==> src/rtl/muldiv_unit.sv <==
// muldiv_unit: multi-cycle RISC-V M-extension multiply/divide unit.
//   Multiplies finish in 2 cycles. Divides and remainders use a restoring
//   divider that retires one quotient bit per cycle. Divide-by-zero and
//   signed overflow are resolved at accept time in a single cycle.
// Ports:
//   clk, rst_n       clock (rising edge), asynchronous active-low reset
//   in_valid/ready   request handshake; in_ready is high only in IDLE
//   op[2:0]          MUL, MULH, MULHSU, MULHU, DIV, DIVU, REM, REMU
//   x, y             rs1 / rs2 operands, captured on accept
//   flush            synchronous kill of in-flight or pending result
//   out_valid/ready  result handshake; result is held while out_valid=1
//   result           registered result
//   busy             unit is not IDLE
module muldiv_unit #(
  parameter int unsigned XLEN = 32
) (
  input  logic            clk,
  input  logic            rst_n,
  input  logic            in_valid,
  output logic            in_ready,
  input  logic [2:0]      op,
  input  logic [XLEN-1:0] x,
  input  logic [XLEN-1:0] y,
  input  logic            flush,
  output logic            out_valid,
  input  logic            out_ready,
  output logic [XLEN-1:0] result,
  output logic            busy
);

  localparam int unsigned PW    = 2 * XLEN;
  localparam int unsigned CNT_W = $clog2(XLEN + 1);

  typedef enum logic [1:0] {
    S_IDLE = 2'd0,
    S_MUL  = 2'd1,
    S_DIV  = 2'd2,
    S_DONE = 2'd3
  } state_t;

  state_t             r_state;
  state_t             w_state_nxt;

  // Captured operation: op[1:0] selects mul half / rem-vs-quotient.
  logic [1:0]         r_op;
  // r_a: multiplicand, or dividend magnitude shifting into the quotient.
  logic [XLEN-1:0]    r_a;
  // r_b: multiplier (low XLEN bits), or divisor magnitude (XLEN+1 bits).
  logic [XLEN:0]      r_b;
  logic [XLEN-1:0]    r_rem;
  logic [CNT_W-1:0]   r_cnt;
  logic               r_neg_q;
  logic               r_neg_r;
  logic [XLEN-1:0]    r_result;

  logic               w_accept;
  logic               w_signed_div;
  logic               w_x_neg;
  logic               w_y_neg;
  logic [XLEN:0]      w_x_ext;
  logic [XLEN:0]      w_y_ext;
  logic [XLEN:0]      w_x_mag;
  logic [XLEN:0]      w_y_mag;
  logic               w_y_zero;
  logic               w_ovf;
  logic               w_special;
  logic [XLEN-1:0]    w_special_res;

  logic [PW-1:0]      w_mx;
  logic [PW-1:0]      w_my;
  logic [PW-1:0]      w_prod;
  logic [XLEN-1:0]    w_mul_res;

  logic [XLEN:0]      w_shift;
  logic [XLEN:0]      w_diff;
  logic               w_ge;
  logic [XLEN:0]      w_rem_nxt;
  logic [XLEN-1:0]    w_rem_trunc;
  logic [XLEN-1:0]    w_quo_nxt;
  logic [XLEN-1:0]    w_q_fix;
  logic [XLEN-1:0]    w_r_fix;
  logic [XLEN-1:0]    w_div_res;
  logic               w_div_last;

  // Outputs decoded from registered state only.
  assign in_ready  = (r_state == S_IDLE);
  assign busy      = (r_state != S_IDLE);
  assign out_valid = (r_state == S_DONE);
  assign result    = r_result;

  assign w_accept  = in_valid & (r_state == S_IDLE) & ~flush;

  // Divide operand preparation on the raw inputs (used only on accept).
  assign w_signed_div = ~op[0];
  assign w_x_neg      = w_signed_div & x[XLEN-1];
  assign w_y_neg      = w_signed_div & y[XLEN-1];
  assign w_x_ext      = {w_x_neg, x};
  assign w_y_ext      = {w_y_neg, y};
  // XLEN+1-bit magnitudes so that |-2^(XLEN-1)| is representable.
  assign w_x_mag      = w_x_neg ? -w_x_ext : w_x_ext;
  assign w_y_mag      = w_y_neg ? -w_y_ext : w_y_ext;

  assign w_y_zero  = (y == '0);
  assign w_ovf     = w_signed_div & (x == {1'b1, {(XLEN-1){1'b0}}}) & (&y);
  assign w_special = op[2] & (w_y_zero | w_ovf);

  // Results that bypass the divider entirely.
  always_comb begin
    w_special_res = '0;
    if (w_y_zero) begin
      w_special_res = op[1] ? x : '1;
    end else begin
      w_special_res = op[1] ? '0 : x;
    end
  end

  // Multiplier: x signed for MUL/MULH/MULHSU, y signed for MUL/MULH.
  assign w_mx      = (r_op != 2'b11) ? {{XLEN{r_a[XLEN-1]}}, r_a}
                                     : {{XLEN{1'b0}}, r_a};
  assign w_my      = (~r_op[1]) ? {{XLEN{r_b[XLEN-1]}}, r_b[XLEN-1:0]}
                                : {{XLEN{1'b0}}, r_b[XLEN-1:0]};
  assign w_prod    = w_mx * w_my;
  assign w_mul_res = (r_op == 2'b00) ? w_prod[XLEN-1:0] : w_prod[PW-1:XLEN];

  // One restoring-divide step: shift in the next dividend bit, subtract if it fits.
  assign w_shift     = {r_rem, r_a[XLEN-1]};
  assign w_ge        = (w_shift >= r_b);
  assign w_diff      = w_shift - r_b;
  assign w_rem_nxt   = w_ge ? w_diff : w_shift;
  assign w_rem_trunc = XLEN'(w_rem_nxt);
  assign w_quo_nxt   = {r_a[XLEN-2:0], w_ge};
  assign w_div_last  = (r_cnt == CNT_W'(1));

  // Sign fix-up applied to the values produced by the final step.
  assign w_q_fix   = r_neg_q ? -w_quo_nxt : w_quo_nxt;
  assign w_r_fix   = r_neg_r ? -w_rem_trunc : w_rem_trunc;
  assign w_div_res = r_op[1] ? w_r_fix : w_q_fix;

  // State register.
  always_ff @(posedge clk or negedge rst_n) begin
    if (!rst_n) begin
      r_state <= S_IDLE;
    end else begin
      r_state <= w_state_nxt;
    end
  end

  // Next-state logic; flush overrides everything.
  always_comb begin
    w_state_nxt = r_state;
    case (r_state)
      S_IDLE: begin
        if (w_accept) begin
          if (!op[2]) begin
            w_state_nxt = S_MUL;
          end else if (w_special) begin
            w_state_nxt = S_DONE;
          end else begin
            w_state_nxt = S_DIV;
          end
        end
      end
      S_MUL:  w_state_nxt = S_DONE;
      S_DIV:  if (w_div_last) w_state_nxt = S_DONE;
      S_DONE: if (out_ready) w_state_nxt = S_IDLE;
      default: w_state_nxt = S_IDLE;
    endcase
    if (flush) begin
      w_state_nxt = S_IDLE;
    end
  end

  // Datapath registers.
  always_ff @(posedge clk or negedge rst_n) begin
    if (!rst_n) begin
      r_op     <= '0;
      r_a      <= '0;
      r_b      <= '0;
      r_rem    <= '0;
      r_cnt    <= '0;
      r_neg_q  <= 1'b0;
      r_neg_r  <= 1'b0;
      r_result <= '0;
    end else if (flush) begin
      r_cnt <= '0;
    end else begin
      case (r_state)
        S_IDLE: begin
          if (w_accept) begin
            r_op <= op[1:0];
            if (w_special) begin
              r_result <= w_special_res;
            end else if (op[2]) begin
              r_a     <= XLEN'(w_x_mag);
              r_b     <= w_y_mag;
              r_rem   <= '0;
              r_cnt   <= CNT_W'(XLEN);
              r_neg_q <= w_x_neg ^ w_y_neg;
              r_neg_r <= w_x_neg;
            end else begin
              r_a <= x;
              r_b <= {1'b0, y};
            end
          end
        end
        S_MUL: begin
          r_result <= w_mul_res;
        end
        S_DIV: begin
          r_a   <= w_quo_nxt;
          r_rem <= w_rem_trunc;
          r_cnt <= r_cnt - CNT_W'(1);
          if (w_div_last) begin
            r_result <= w_div_res;
          end
        end
        default: ;
      endcase
    end
  end

endmodule

==> config.mk <==
export PLATFORM = sky130hd
export DESIGN_NAME = muldiv_unit
export DESIGN_NICKNAME = d
export VERILOG_FILES = /design/src/rtl/muldiv_unit.sv
export SDC_FILE = /design/constraint.sdc
export NUM_CORES = 2
export LEC_CHECK = 0
export ABC_CLOCK_PERIOD_IN_PS = 11700
export BUFFER_PORTS_ARGS = -buffer_cell sky130_fd_sc_hd__buf_2
export CORE_MARGIN = 10
export CORE_UTILIZATION = 56
export DETAILED_ROUTE_END_ITERATION = 7
export PLACE_DENSITY = 0.78
export SKIP_LAST_GASP = 1
export SLEW_MARGIN = 20
export SYNTH_ARGS = -nofsm -noshare
export SYNTH_HDL_FRONTEND = slang
export SYNTH_SLANG_ARGS = --single-unit
export TNS_END_PERCENT = 1
==> constraint.sdc <==
create_clock -name clk -period 11.7 [get_ports clk]
set_input_delay 1.755 -clock clk [delete_from_list [all_inputs] [get_ports clk]]
set_output_delay 1.755 -clock clk [all_outputs]
set_load 0.03 [all_outputs]
==> run metrics <==
Max-slew headroom 19.4%; final hold slack 493 ps; CTS Root Cell clkbuf_16; worst path required time 12100 ps; CTS tree built; Final GP Congestion 1.08; clk slew on worst S/H paths 80 ps; Critical Path Fanout Max 11; WL final 214000 um; post-synthesis net count 8654; Largest stage delay, worst path 1050 ps; First DRT Iteration DRCs 4838; worst r2r src r_op[1]; H-tree levels 4; leading area contributor after synthesis fa_1; CTS resizes 0; vias in the first global route 51.5k; fmax 94.4 MHz; worst path bufs/invs 3; DRC Markers 0; Post-synth ARST share 100%; post-route ant nets 0; Pre-antenna DRT Iters 6; Synth Warn # 0; max_cap viols 0; final setup skew 28.6 ps; Die X 349 um; Pins Over Slew Limit 0; most used cell, CP fa_1; worst hold start result[4]; first-pass GRT wire length 322000 um; Mapped Area 60600 sq um; Fin. Hold Viols 0; grt total ovfl 0; dpl hpwl 177000 um; Tmin final 10590 ps; Worst R2R Setup Slack 1110 ps; WP data arrival 11000 ps; run status complete, no violations; CTS Sinks 141; crit path max-delay cell type fa_1; met3 WL 29500 um; full die area 122000 sq um; worst-margin pin slew 1210 ps; Avg WL per Cell 26.3 um; synth cell count leaders inv_1 (1597), fa_1 (1420), nand2_1 (727), and2_1 (522), ha_1 (353); Worst Hold Endpoint result[4]; cell with the most instances after synthesis inv_1; Top Metal Used met5; buffer count from post-CTS setup fixing 0; Routed met2 length 89700 um; Layout Area Growth over Synthesis 4.20%; via count 48.6k; Core Rows 120; setup violators final 0; worst skew pair latency 500 ps; Seq/Total Area, Yosys 5.83%; Worst R2R End result[29]; Post-synth EDFFs 0; CP Launch Type register; met1 WL 81400 um; initial antenna violation count 14; largest cells by area after synthesis fa_1 (47%), inv_1 (9.9%), ha_1 (7.3%); largest net degree at the start of global routing 96; Initial Utilization 56.5%; Port Buf Inserts 106; clock buffer depth 2; ys flop type dfrtp_1; worst hold path class reg -> reg; GRT Total Usage 35.7%; number of synthesized register bits 141; CP top delay family adder cells; hold depth 2; Worst R2R Path Depth 25; TNS Setup 0 ps; Synth top area share 46.9%; cell count after synthesis 6809; Avg Cell Area, Syn 8.89 sq um; IO Count 107; layout cells sized above 1 4.98%; crit path capture type register; unrepaired setup endpoints after global routing no; library cells used by synthesis 95; CTS Hold Bufs 0; fin crit share 90.5%; core region area 107000 sq um; total CTS buffers 17; Crit Path Class reg -> reg; average vias per placed instance 5.98; Final nets 8539; Die Height 349 um
==> kinds of logic after synthesis <==
| group | Yosys count | synth area share, % |
|---|---|---|
| buffers and inverters | 1963 | 12.2 |
| and+or+nand+nor | 1850 | 14.9 |
| adders and majority gates | 1798 | 54.7 |
| AOI/OAI and AO/OA | 763 | 8.03 |
| xor gates and xnor gates | 246 | 3.56 |
| DFF | 141 | 5.83 |
| muxes | 48 | 0.806 |
==> worst register-to-register path: stages (launching register included) <==
cell and delay, ps:
dfrtp_1 560, a21oi_2 460, nand2_1 210, fa_1 660, fa_1 740, inv_1 120
fa_1 1050, fa_1 560, fa_1 540, fa_1 450, fa_1 520, fa_1 510
fa_1 500, inv_1 70, fa_1 520, inv_1 50, ha_1 350, nand3_1 130
or4_1 550, nor2_1 120, o21ai_1 130, o211ai_1 450, o221ai_1 390, or4_1 530
and3_1 180, a21oi_1 140
==> stage by stage <==
step	utilization [%]	setup WS (ps)	std cells	cell area, sq um
finish	58.9	1110	8119	63100
global placement	58.2	1250	8077	62400
global route	58.8	708	8110	63100
CTS	58.8	1140	8109	63000
detailed placement	58.2	1150	8077	62400
floorplan	-	2280	6809	60600
==> how the worst max path moves through the flow <==
stage,from,endpoint,cells after the start,slack [ps]
2_1_floorplan,r_a[31],result[29],27,2280
4_1_cts,r_b[6],result[25],31,1140
5_1_grt,r_op[1],result[29],25,710
3_5_place_dp,r_b[6],result[25],31,1150
6_report,r_op[1],result[29],25,1110
3_3_place_gp,r_b[6],result[25],29,1250
==> routing by layer <==
metal  vias up  GRT usage, %
met2      2892          51.7
li1      20197             -
met3       636          13.6
met5         -             0
met1     24807          46.6
met4        18          17.5
==> layout by cell type (no fill, tap or decap), types with 36 or more instances in the layout <==
cell,netlist,routed
inv_1,1597,1596
fa_1,1420,1420
nand2_1,727,725
and2_1,522,522
ha_1,353,352
nor2_1,297,295
a21oi_1,212,211
o21ai_0,211,210
xnor2_1,157,157
dfrtp_1,141,123
buf_4,2,117
buf_2,19,105
xor2_1,89,89
a21o_1,64,63
nor3_1,50,50
nand3_1,45,45
mux2i_1,42,42
o31ai_1,40,40
and3_1,36,36
==> layout make-up <==
| class | count | area, sq um |
|---|---|---|
| flip-flops and latches | 141 | 3550 |
| clock buffers | 18 | 439 |
| well taps | 1403 | 1760 |
| repair buffers | 227 | 1490 |
| multi-input cells | 4705 | 49600 |
| inverters | 1602 | 6020 |
| diodes | 9 | 22.5 |
| clock inverters | 14 | 169 |
| fillers | 9301 | 44100 |
==> registers in the layout, indices dropped and copies added, names as in the netlist <==
name,cells
r_state,2
r_neg_q,1
r_cnt,6
r_rem,32
r_b,33
result,32
r_neg_r,1
r_a,32
r_op,2
Power is not shown: default switching activity piles up to over one toggle a cycle in this logic, so the estimate is an artifact.
